[config.mk]
export PLATFORM = sky130hd
export DESIGN_NAME = counter_ctrl_flat
export DESIGN_NICKNAME = d
export VERILOG_FILES = /design/src/rtl/counter_ctrl_pkg.sv /design/src/rtl/counter_ctrl_if.sv /design/src/rtl/btn_debounce.sv /design/src/rtl/counter_ctrl.sv /design/src/flat_wrapper.sv
export SDC_FILE = /design/constraint.sdc
export NUM_CORES = 1
export LEC_CHECK = 0
export ABC_AREA = 1
export CORE_ASPECT_RATIO = 1.1
export CORE_UTILIZATION = 40
export DETAILED_ROUTE_END_ITERATION = 7
export HOLD_SLACK_MARGIN = 0.15
export MAX_ROUTING_LAYER = met4
export PLACE_DENSITY_LB_ADDON = 0.12
export SYNTH_ARGS = -nofsm -noshare
export SYNTH_HDL_FRONTEND = slang
export SYNTH_HIERARCHICAL = 1
export SYNTH_SLANG_ARGS = --single-unit
export TNS_END_PERCENT = 100
[constraint.sdc]
create_clock -name clock_i -period 2.1 [get_ports clock_i]
set_clock_uncertainty 0.15 [all_clocks]
set_input_delay 0.21 -clock clock_i [delete_from_list [all_inputs] [get_ports clock_i]]
set_output_delay 0.21 -clock clock_i [all_outputs]
set_load 0.03 [all_outputs]
[src/rtl/counter_ctrl_pkg.sv]
// Shared types and constants for the counter_ctrl button front-end.
// Imported by btn_debounce and counter_ctrl.
package counter_ctrl_pkg;

    typedef enum logic [1:0] {
        IDLE,
        FIRST,
        HOLD,
        REPEAT
    } count_state_e;

    // Level of an active-low button that is not being pressed.
    localparam logic RELEASED = 1'b1;

    function automatic int max_int(input int a, input int b);
        return (a > b) ? a : b;
    endfunction

endpackage

[src/rtl/counter_ctrl_if.sv]
// Button inputs and counter strobes exchanged between the board pins and counter_ctrl.
// slave is the counter_ctrl side; master is the pin/stimulus side.
interface counter_ctrl_if;
    logic clear_btn_n_i;
    logic count_btn_n_i;
    logic clear_o;
    logic count_o;
    logic repeat_o;

    modport slave (
        input  clear_btn_n_i,
        input  count_btn_n_i,
        output clear_o,
        output count_o,
        output repeat_o
    );

    modport master (
        output clear_btn_n_i,
        output count_btn_n_i,
        input  clear_o,
        input  count_o,
        input  repeat_o
    );
endinterface

[src/rtl/btn_debounce.sv]
// Two-flop synchroniser plus counting debouncer for one raw active-low button.
// Outputs the accepted level and a one-cycle strobe on each accepted press.
module btn_debounce
    import counter_ctrl_pkg::*;
#(
    parameter int DEBOUNCE_CYCLES = 16
) (
    input  logic clk,
    input  logic rst_n,
    input  logic btn_n,
    output logic level,
    output logic press
);

    localparam int CW = (DEBOUNCE_CYCLES > 2) ? $clog2(DEBOUNCE_CYCLES) : 1;
    localparam logic [CW-1:0] CNT_LAST = CW'(DEBOUNCE_CYCLES - 1);

    logic          sync1;
    logic          sync2;
    logic          sample;
    logic          level_q;
    logic [CW-1:0] cnt;

    // sample retimes the synchronised level so the compare never sits on the metastability flop.
    // NOTE: every flop here uses <= so all stages update together on the edge.
    always_ff @(posedge clk or negedge rst_n) begin
        if (!rst_n) begin
            sync1   <= RELEASED;
            sync2   <= RELEASED;
            sample  <= RELEASED;
            level   <= RELEASED;
            level_q <= RELEASED;
            cnt     <= '0;
        end else begin
            sync1   <= btn_n;
            sync2   <= sync1;
            sample  <= sync2;
            level_q <= level;
            if (sample == level) begin
                cnt <= '0;
            end else if (cnt == CNT_LAST) begin
                level <= sample;
                cnt   <= '0;
            end else begin
                cnt <= cnt + 1'b1;
            end
        end
    end

    assign press = level_q & ~level;

endmodule

[src/rtl/counter_ctrl.sv]
// Clear-priority sequencer driving counter.clear / counter.count from two debounced buttons.
// Define COUNTER_CTRL_AUTOREPEAT_EN to build the auto-repeat REPEAT state and repeat_o.
module counter_ctrl
    import counter_ctrl_pkg::*;
#(
    parameter int DEBOUNCE_CYCLES = 16,
    parameter int REPEAT_DELAY    = 64,
    parameter int REPEAT_PERIOD   = 16
) (
    input logic           clock_i,
    input logic           reset_n_i,
    counter_ctrl_if.slave bus
);

    logic clear_level;
    logic clear_press;
    logic count_level;
    logic count_press;

    btn_debounce #(.DEBOUNCE_CYCLES(DEBOUNCE_CYCLES)) u_clear_db (
        .clk   (clock_i),
        .rst_n (reset_n_i),
        .btn_n (bus.clear_btn_n_i),
        .level (clear_level),
        .press (clear_press)
    );

    btn_debounce #(.DEBOUNCE_CYCLES(DEBOUNCE_CYCLES)) u_count_db (
        .clk   (clock_i),
        .rst_n (reset_n_i),
        .btn_n (bus.count_btn_n_i),
        .level (count_level),
        .press (count_press)
    );

    count_state_e state;
    count_state_e state_next;
    logic         pulse_next;

`ifdef COUNTER_CTRL_AUTOREPEAT_EN
    localparam int TW = $clog2(max_int(REPEAT_DELAY, REPEAT_PERIOD));
    localparam logic [TW-1:0] DELAY_LOAD  = TW'(REPEAT_DELAY - 2);
    localparam logic [TW-1:0] PERIOD_LOAD = TW'(REPEAT_PERIOD - 1);

    logic [TW-1:0] timer;
    logic [TW-1:0] timer_next;
`endif

    // NOTE: defaults first so no path through this block leaves a signal unassigned (no latches).
    always_comb begin
        state_next = state;
        pulse_next = 1'b0;
`ifdef COUNTER_CTRL_AUTOREPEAT_EN
        timer_next = timer;
`endif
        // A pressed clear owns the counter; the count button must be pressed afresh afterwards.
        if (clear_level != RELEASED || count_level == RELEASED) begin
            state_next = IDLE;
        end else begin
            unique case (state)
                IDLE: begin
                    if (count_press) begin
                        state_next = FIRST;
                        pulse_next = 1'b1;
                    end
                end
                FIRST: begin
                    state_next = HOLD;
`ifdef COUNTER_CTRL_AUTOREPEAT_EN
                    timer_next = DELAY_LOAD;
`endif
                end
                HOLD: begin
`ifdef COUNTER_CTRL_AUTOREPEAT_EN
                    if (timer == '0) begin
                        state_next = REPEAT;
                        pulse_next = 1'b1;
                        timer_next = PERIOD_LOAD;
                    end else begin
                        timer_next = timer - 1'b1;
                    end
`endif
                end
                REPEAT: begin
`ifdef COUNTER_CTRL_AUTOREPEAT_EN
                    if (timer == '0) begin
                        pulse_next = 1'b1;
                        timer_next = PERIOD_LOAD;
                    end else begin
                        timer_next = timer - 1'b1;
                    end
`else
                    state_next = IDLE;
`endif
                end
                default: state_next = IDLE;
            endcase
        end
    end

    always_ff @(posedge clock_i or negedge reset_n_i) begin
        if (!reset_n_i) begin
            state       <= IDLE;
            bus.clear_o <= 1'b0;
            bus.count_o <= 1'b0;
        end else begin
            state       <= state_next;
            bus.clear_o <= clear_press;
            bus.count_o <= pulse_next;
        end
    end

`ifdef COUNTER_CTRL_AUTOREPEAT_EN
    always_ff @(posedge clock_i or negedge reset_n_i) begin
        if (!reset_n_i) begin
            timer        <= '0;
            bus.repeat_o <= 1'b0;
        end else begin
            timer        <= timer_next;
            bus.repeat_o <= (state_next == REPEAT);
        end
    end
`else
    assign bus.repeat_o = 1'b0;
`endif

endmodule

[src/flat_wrapper.sv]
// flat-port wrapper written by rule: the top's interface ports become plain ports
module counter_ctrl_flat import counter_ctrl_pkg::*;
#(
    parameter int DEBOUNCE_CYCLES = 16,
    parameter int REPEAT_DELAY    = 64,
    parameter int REPEAT_PERIOD   = 16
)
  (clock_i, reset_n_i, bus_clear_btn_n_i, bus_count_btn_n_i, bus_clear_o, bus_count_o, bus_repeat_o);
  counter_ctrl_if bus_i ();
  input logic clock_i;
  input logic reset_n_i;
  input wire logic [$bits(bus_i.clear_btn_n_i)-1:0] bus_clear_btn_n_i;
  input wire logic [$bits(bus_i.count_btn_n_i)-1:0] bus_count_btn_n_i;
  output wire logic [$bits(bus_i.clear_o)-1:0] bus_clear_o;
  output wire logic [$bits(bus_i.count_o)-1:0] bus_count_o;
  output wire logic [$bits(bus_i.repeat_o)-1:0] bus_repeat_o;
  assign bus_i.clear_btn_n_i = bus_clear_btn_n_i;
  assign bus_i.count_btn_n_i = bus_count_btn_n_i;
  assign bus_clear_o = bus_i.clear_o;
  assign bus_count_o = bus_i.count_o;
  assign bus_repeat_o = bus_i.repeat_o;
  counter_ctrl #(.DEBOUNCE_CYCLES(DEBOUNCE_CYCLES), .REPEAT_DELAY(REPEAT_DELAY), .REPEAT_PERIOD(REPEAT_PERIOD)) u_core (.clock_i(clock_i), .reset_n_i(reset_n_i), .bus(bus_i));
endmodule
==> results of run 1 <==
[Yosys cell counts, types with 3 or more instances]
cell type and number:
nor2_1 10, nand2_1 17, dfstp_2 10, dfrtp_1 12
nand4_1 3, nor2_2 3, nand2_2 3, inv_1 16
ha_1 5, nand3_2 5, nand3_1 4
[area by class of cell]
| cell class | count | area (um2) | area share [%] |
|---|---|---|---|
| clock buffers | 3 | 22.5 | 2.00 |
| clock inverters | 1 | 30.0 | 2.67 |
| inverters | 17 | 63.8 | 5.67 |
| multi-input cells | 55 | 322 | 28.6 |
| flip-flops and latches | 22 | 563 | 50.0 |
| well taps | 30 | 37.5 | 3.33 |
| repair buffers | 9 | 87.6 | 7.78 |
[cell families after synthesis]
group	share of synthesized area, %
AO/OA/AOI/OAI	1.05
XOR/XNOR	1.83
adder cells (fa/ha/maj)	6.54
buffers and inverters	7.46
flip-flops	58.9
other	0.392
AND/OR/NAND/NOR	23.8
[power by group]
group          total [mW]  switching, mW  leakage, nW  internal (mW)
logic              0.0466         0.0253        0.222         0.0213
clock network       0.316          0.123       0.0279          0.193
registers           0.455         0.0114        0.267          0.444
total               0.818          0.160        0.517          0.658
[cell usage in the layout (no fill, tap or decap)]
cell / netlist / layout
nand2_1: 17 / 17
inv_1: 16 / 16
dfrtp_1: 12 / 12
nor2_1: 10 / 10
dfstp_2: 10 / 10
clkdlybuf4s50_1: 0 / 5
nand3_2: 5 / 5
ha_1: 5 / 5
nand3_1: 4 / 4
clkbuf_4: 0 / 3
dlygate4sd3_1: 0 / 3
nor2_2: 3 / 3
nand4_1: 3 / 3
nand2_2: 3 / 3
xnor2_1: 2 / 2
o21ai_1: 2 / 2
bufinv_16: 0 / 1
inv_2: 1 / 1
conb_1: 1 / 1
buf_4: 1 / 1
[worst reg2reg max path, stage by stage, from the launching register on]
cell and delay, ns:
dfstp_2 0.61, nor2_1 0.08, inv_1 0.06, nand4_1 0.14, nand3_1 0.12, nand2_1 0.05
[how the worst max path moves through the flow]
stage	start	end	cells past startpoint
after detailed placement	u_core/bus.clear_o	bus_clear_o	1
after CTS	u_core/bus.count_o	bus_count_o	1
after global placement	u_core/bus.clear_o	bus_clear_o	1
after global routing	u_core/bus.count_o	bus_count_o	1
final	u_core/bus.count_o	bus_count_o	1
after floorplan	u_core/u_count_db/level	u_core/state[0]	5
[layer usage]
metal / vias up / track usage [%] / routed length (um) / part of all wire, %
met5: - / - / 0 / 0
met4: 0 / 8.82 / 29 / 2.4
met3: 4 / 1.72 / 26 / 2.1
met2: 7 / 18.3 / 554 / 45
met1: 273 / 14.7 / 610 / 50
li1: 313 / - / - / -
[what timing repair did]
action / CTS / global route
buffers inserted: 0 / 0
endpoints found under the hold margin: 14 / 0
hold buffers: 3 / 0
setup endpoints to repair: 0 / 0
==> impl_results.md, run 1 <==
* PwrDens at 727 nW/um2
* Initial DRC Count at 5
* Hold Crit Class: flop to flop
* CTS max path bufs at 2
* Synth Register Bits at 22
* Share of post-route cells with drive strength above 1 at 25.2%
* R2R Setup Slk at 0.79 ns
* Die area at 2590 um2
* Synthesis warning total at 6
* Initial antenna violation count at 0
* Dominant synthesized flop cell: dfrtp_1
* Async S/R FF share, synth at 100%
* Core ar. at 2250 um2
* Seq/Total Area, Yosys at 58.9%
* All-Layer GR Usage at 12.0%
* CP max stage delay at 0.65 ns
* CP Max Fanout at 1
* N_diodes at 0
* Critical Path End Type: output port
* Row count at 18
* Post-route DRC violation count at 0
* CP startpoint kind: flop
* Nets at ~120
* Post-DR wirelength/cell at 8.90 um
* Number of synthesized flops with an enable pin at 0
* Post-synth top area share at 31.4%
* Kind of critical path: flop to output port
* Post-layout util at around half
* Area contributors post-synth: dfrtp_1, dfstp_2, nand2_1
* Grt ovf at 0
* Run status: complete, no violations
* Final GP Congestion at 0.744
* First-pass DRT Iterations at 3
* Worst reg2reg startpoint: u_core/u_count_db/level
* Initial core utilization at 42.4%
* Syn nets at 104
* Period minus WS final at between 1.5 and 2 ns
* Hold Fails Final Rpt at 0
* First-pass GRT wire length at 2210 um
* Worst Hold End: u_core/u_clear_db/sample
* Max frequency at ~0.6 GHz
* Reg2Reg Depth at 5
* Number of buffers created by CTS at 3
* Total power at around 800 uW
* Crit-path cells: clkdlybuf4s50_1
* Fillers at 209
* Vias at 597
* Vias in the first global route at 557
* Vias per inst at about 4.4
* Req. time, crit path at 1.74 ns
* Max cap viols at 0
* CTS resizes at 0
* Final Instance Area at roughly 1100 um2
* CTS sink cnt at 22
* Io pins at 7
* Post-synth top area cell: dfrtp_1
* R2R Path End: u_core/state[0]
* Mean Syn Cell Area at between 10 and 15 um2
* Biggest regs: u_core/u_clear_db/cnt: 4 flops, u_core/u_count_db/cnt: 4 flops, u_core/state: 2 flops
* Post-Syn Area at 956 um2
* Total length of routed wires at 1220 um
* WP buf/inv at 1
* Root buf cell: clkbuf_4
* Slew Viols, Final at 0
* Period utilization at between 70% and 80%
* Hold slack final at 0.214 ns
* Netlist cell types at 16
* Setup WS post-layout at 0.442 ns
* Die height at 53.3 um
* Detail Route Antenna Nets at 0
* Non-filler cells in the finished layout at roughly 140
* Worst min-delay path startpoint: u_core/u_clear_db/sync2
* Setup repair after global routing missed its margin: no
* Clk slew on worst S/H paths at 0.12 ns
* Hold Path Stages at 0
* H-tree Lvls at 1
* Cell count after synthesis at 95
* Final setup viols at 0
* Delay-heaviest family, CP: buffers and inverters
* TritonCTS clock tree: done
* PortBufs at 5
* Worst-Skew Late Latency at 0.30 ns
* Placed cell area at 1040 um2
* Hpwl dp at 892 um
* Largest net degree at the start of global routing at 23
* DP Worst Slack at 0.782 ns
* Area grow syn2layout at 17.8%
* DP Cell Count at 130
* CP arrival at between 1 and 1.5 ns
* Peak VDD IR at 0.000443 V
* Setup TNS at 0 ns
* Die Width at 48.6 um
* Static leakage power at 0.517 nW
* Crit-path slowest cell: clkdlybuf4s50_1
No activity file was read; power rests on OpenSTA's default activity.
==> inputs of run 2 (changes only) <==
==> constraint.sdc (replaced) <==
create_clock -name clock_i -period 1.5 [get_ports clock_i]
set_clock_uncertainty 0.15 [all_clocks]
set_input_delay 0.15 -clock clock_i [delete_from_list [all_inputs] [get_ports clock_i]]
set_output_delay 0.15 -clock clock_i [all_outputs]
set_load 0.03 [all_outputs]
==> impl_results.md, run 2 (synthesized netlist as in run 1, its figures left out) <==
* Run status: complete, no violations
* Worst reg2reg startpoint: u_core/u_count_db/level
* Hold Fails Final Rpt at 0
* Clock share of power at 38.4%
* Final GP Congestion at a little over 0.7
* Internal power at 921 uW
* Root buf cell: clkbuf_4
* CP arrival at 1.01 ns
* Final setup viols at 0
* All-Layer GR Usage at 12.0%
* Hold Crit Class: flop to flop
* Fillers at 210
* Largest net degree at the start of global routing at 23
* Initial DRC Count at 4
* Worst-Skew Late Latency at roughly 0.30 ns
* Static leakage power at about 0.53 nW
* Crit-path slowest cell: dlygate4sd2_1
* Combinational share of power at between 5 and 6%
* Die height at 53.3 um
* Initial antenna violation count at 0
* Total power at roughly 1.1 mW
* First-pass DRT Iterations at 4
* Hold Path Stages at 0
* Setup TNS at 0 ns
* Io pins at 7
* N_diodes at 0
* Kind of critical path: flop to output port
* Area grow syn2layout at 17.5%
* H-tree Lvls at 1
* Worst min-delay path startpoint: u_core/u_count_db/sync2
* Commonest non-fill, non-tap cell in the layout: nand2_1
* WP buf/inv at 1
* CTS sink cnt at 22
* Max cap viols at 0
* First-pass GRT wire length at 2260 um
* Crit path depth at 1
* Post-route DRC violation count at 0
* Grt ovf at 0
* Period utilization at between 80 and 90%
* Vias in the first global route at 544
* TritonCTS clock tree: done
* Max frequency at around 0.76 GHz
* Worst Hold End: u_core/u_count_db/sample
* Total length of routed wires at 1220 um
* Delay-heaviest family, CP: buffers and inverters
* Setup repair after global routing missed its margin: no
* DP Worst Slack at 0.210 ns
* Most frequent cells in the layout: nand2_1, inv_1, dfrtp_1
* Vias at 594
* Detail Route Antenna Nets at 0
* Die Width at 48.6 um
* Slew Viols, Final at 0
* R2R Path End: u_core/state[1]
* PortBufs at 5
* CP max stage delay at 0.38 ns
* Biggest regs: u_core/u_clear_db/cnt: 4 flops, u_core/u_count_db/cnt: 4 flops, u_core/state: 2 flops
* Net Switching at around 220 uW
* Hold slack final at around 0.21 ns
* Setup WS post-layout at approximately 0.19 ns
* Hpwl dp at 879 um
* Crit-path cells: dlygate4sd2_1
* Clk slew on worst S/H paths at 0.12 ns
* Critical Path End Type: output port
* PwrDens at 1010 nW/um2
* Post-DR wirelength/cell at 8.90 um
* Reg2Reg Depth at 6
* Peak VDD IR at 0.000680 V
* Number of buffers created by CTS at 3
* CTS max path bufs at 2
* Nets at 117
* Core ar. at 2250 um2
* R2R Setup Slk at approximately 0.20 ns
* Initial core utilization at approximately 42%
* Die area at ~2600 um2
* CP Max Fanout at 1
* Vias per inst at 4.34
* Period minus WS final at approximately 1.3 ns
* Sequential share of power at 55.9%
* Row count at 18
* Share of post-route cells with drive strength above 1 at around a quarter
* Sw frac at around 19%
* CP startpoint kind: flop
* Req. time, crit path at 1.20 ns
-- run 2: how the worst max path moves through the flow --
stage	start	endpoint	slack, ns
after CTS	u_core/bus.clear_o	bus_clear_o	0.16
after global placement	u_core/u_count_db/level	u_core/state[0]	0.22
after global routing	u_core/u_count_db/level	u_core/state[0]	0.08
final	u_core/bus.count_o	bus_count_o	0.19
after floorplan	u_core/u_count_db/level	u_core/state[0]	0.28
after detailed placement	u_core/u_count_db/level	u_core/state[0]	0.21
-- run 2: routing by layer --
layer,track usage [%],share of wire (%)
met5,-,0
met4,7.35,0.98
met3,1.72,2.0
met2,20.4,46
met1,13.8,51
-- run 2: power by group through the flow --
stage | Combinational (mW) | Clock (mW) | Sequential (mW)
final | 0.0646 | 0.438 | 0.638
after global routing | 0.0756 | 0.481 | 0.641
after CTS | 0.0660 | 0.454 | 0.638
after detailed placement | 0.0594 | 0 | 0.648
after global placement | 0.0593 | 0 | 0.647
after floorplan | 0.0363 | 0 | 0.645
-- run 2: metrics by stage --
step	utilization, %	cell area (um2)	cells
after floorplan	-	956	95
after global placement	46.3	1040	130
after global routing	49.9	1120	137
after CTS	49.9	1120	137
final	49.9	1120	137
after detailed placement	46.3	1040	130
-- run 2: layout make-up --
class	count	area, um2	share of cell area [%]
Clock buffer	3	22.5	2.00
Clock inverter	1	30.0	2.67
Inverter	17	63.8	5.68
Multi-Input combinational cell	55	322	28.6
Sequential cell	22	563	50.1
Tap cell	30	37.5	3.34
Timing Repair Buffer	9	85.1	7.57
-- run 2: repair_timing --
action	4_1_cts	5_1_grt
endpoints found under the hold margin	14	0
setup buffers	0	0
resized for setup	2	0
setup endpoints to repair	2	0
hold buffers	3	0
==> inputs of run 3 (changes only) <==
==> constraint.sdc (replaced) <==
create_clock -name clock_i -period 1.2 [get_ports clock_i]
set_clock_uncertainty 0.15 [all_clocks]
set_input_delay 0.12 -clock clock_i [delete_from_list [all_inputs] [get_ports clock_i]]
set_output_delay 0.12 -clock clock_i [all_outputs]
set_load 0.03 [all_outputs]
==> impl_results.md, run 3 (synthesized netlist as in run 1, its figures left out) <==
* Run status: finished with violations
* Failing checks: negative setup slack
* Hold Crit Class: flop to flop
* Total length of routed wires at 1410 um
* CTS sink cnt at 22
* CP arrival at around 1.4 ns
* Peak VDD IR at 0.000703 V
* Most frequent cells in the layout: nand2_1, inv_1, buf_4, dfrtp_1, dfstp_2
* Number of buffers created by CTS at 3
* Non-filler cells in the finished layout at 147
* Vias per inst at between 4 and 5
* Max frequency at 0.768 GHz
* First-pass GRT wire length at 2460 um
* Setup TNS at -0.187 ns
* Register area at 564 um2
* Sequential share of power at 61.6%
* Initial DRC Count at 1
* Period minus WS final at around 1.3 ns
* Fillers at approximately 210
* Die area at 2590 um2
* Vias in the first global route at just under 600
* Net Switching at 281 uW
* Req. time, crit path at 1.25 ns
* Final GP Congestion at 0.693
* Area grow syn2layout at 31.5%
* Clk slew on worst S/H paths at around 0.12 ns
* Die height at 53.3 um
* DP Cell Count at 135
* Clock share of power at about 30%
* Setup WS post-layout at -0.102 ns
* Critical Path End Type: flop
* CP startpoint kind: flop
* Vias at 645
* Post-DR wirelength/cell at approximately 9.6 um
* Biggest regs: u_core/u_clear_db/cnt: 4 flops, u_core/u_count_db/cnt: 4 flops, u_core/state: 2 flops
* DP Worst Slack at -0.0556 ns
* Largest net degree at the start of global routing at 23
* All-Layer GR Usage at 13.0%
* Setup repair after global routing missed its margin: yes
* Period utilization at 108%
* Core ar. at 2250 um2
* Hold slack final at 0.215 ns
* Row count at 18
* Detail Route Antenna Nets at 0
* H-tree Lvls at 1
* Root buf cell: clkbuf_4
* Sw frac at a little over a fifth
* Worst-Skew Late Latency at around 0.29 ns
* Post-route DRC violation count at 0
* Internal power at just over 1 mW
* Final setup viols at 3
* PwrDens at 1030 nW/um2
* Die Width at around 49 um
* Hold Fails Final Rpt at 0
* N_diodes at 0
* Initial antenna violation count at 0
* Initial core utilization at a little over two fifths
* CP Max Fanout at 4
* Combinational share of power at 8.0%
* PortBufs at 5
* Nets at 127
* Commonest non-fill, non-tap cell in the layout: nand2_1
* TritonCTS clock tree: done
* First-pass DRT Iterations at 3
* Io pins at 7
* Slew Viols, Final at 0
* Hpwl dp at about 940 um
* Multi-input logic area at between 300 and 400 um2
* Grt ovf at 0
* Static leakage power at 0.576 nW
* CTS max path bufs at 2
* Kind of critical path: flop to flop
* Max cap viols at 0
* Share of post-route cells with drive strength above 1 at 45.3%
## run 3: cell count changes in the layout (fill, tap and decap cells not counted), sizes merged
| cell | change |
|---|---|
| buf | +12 |
| dlygate4sd2 | -2 |
| bufinv | -1 |
| clkbuf | +1 |
## run 3: path summary, 6_finish.rpt
kind	from	end	slack [ns]	cells past startpoint
max	u_core/u_count_db/level	u_core/state[1]	-0.10	5
min	u_core/u_count_db/sync2	u_core/u_count_db/sample	0.22	0
max reg2reg	u_core/u_count_db/level	u_core/state[1]	-0.10	5
min reg2reg	u_core/u_count_db/sync2	u_core/u_count_db/sample	0.22	0
max in group asynchronous	reset_n_i	u_core/u_clear_db/sample	0.14	3
min in group asynchronous	reset_n_i	u_core/bus.count_o	0.54	3
## run 3: through the flow
step           power [mW]  utilization [%]  area, um2
6_report             1.29             55.8       1260
5_1_grt              1.35             55.8       1260
4_1_cts              1.31             51.6       1160
3_5_place_dp        0.891             48.3       1090
3_3_place_gp        0.889             48.3       1090
2_1_floorplan       0.851                -        956
## run 3: metal layers
| layer | GRT usage [%] | up-vias | routed length [um] |
|---|---|---|---|
| li1 | - | 333 | - |
| met1 | 16.9 | 305 | 673 |
| met2 | 19.9 | 5 | 689 |
| met3 | 2.59 | 2 | 28 |
| met4 | 5.88 | 0 | 12 |
| met5 | - | - | 0 |
## run 3: worst max-delay path, cell delays in order (launching register included)
cell	delay (ns)
dfstp_2	0.59
nor2_2	0.05
inv_1	0.05
nand4_1	0.17
nand3_1	0.13
nand2_1	0.06
## run 3: timing repair
item | in CTS | in global routing
setup buffers | 0 | 5
gates resized for setup | 5 | 16
hold endpoints to repair | 14 | 0
pin swaps | 2 | 6
setup endpoints to repair | 4 | 10
hold buffers | 3 | 0
## run 3: power by group through the flow
stage,clock (mW),sequential (mW),combinational (mW)
6_report,0.394,0.796,0.104
5_1_grt,0.434,0.800,0.120
4_1_cts,0.419,0.798,0.0890
3_5_place_dp,0,0.810,0.0807
3_3_place_gp,0,0.809,0.0806
2_1_floorplan,0,0.806,0.0454
## run 3: layout make-up
class / count / area share (%)
tap: 30 / 2.99
multi-input combinational: 55 / 30.1
clock buffer: 4 / 2.89
sequential: 22 / 44.9
timing repair buffer: 19 / 13.8
inverter: 17 / 5.27
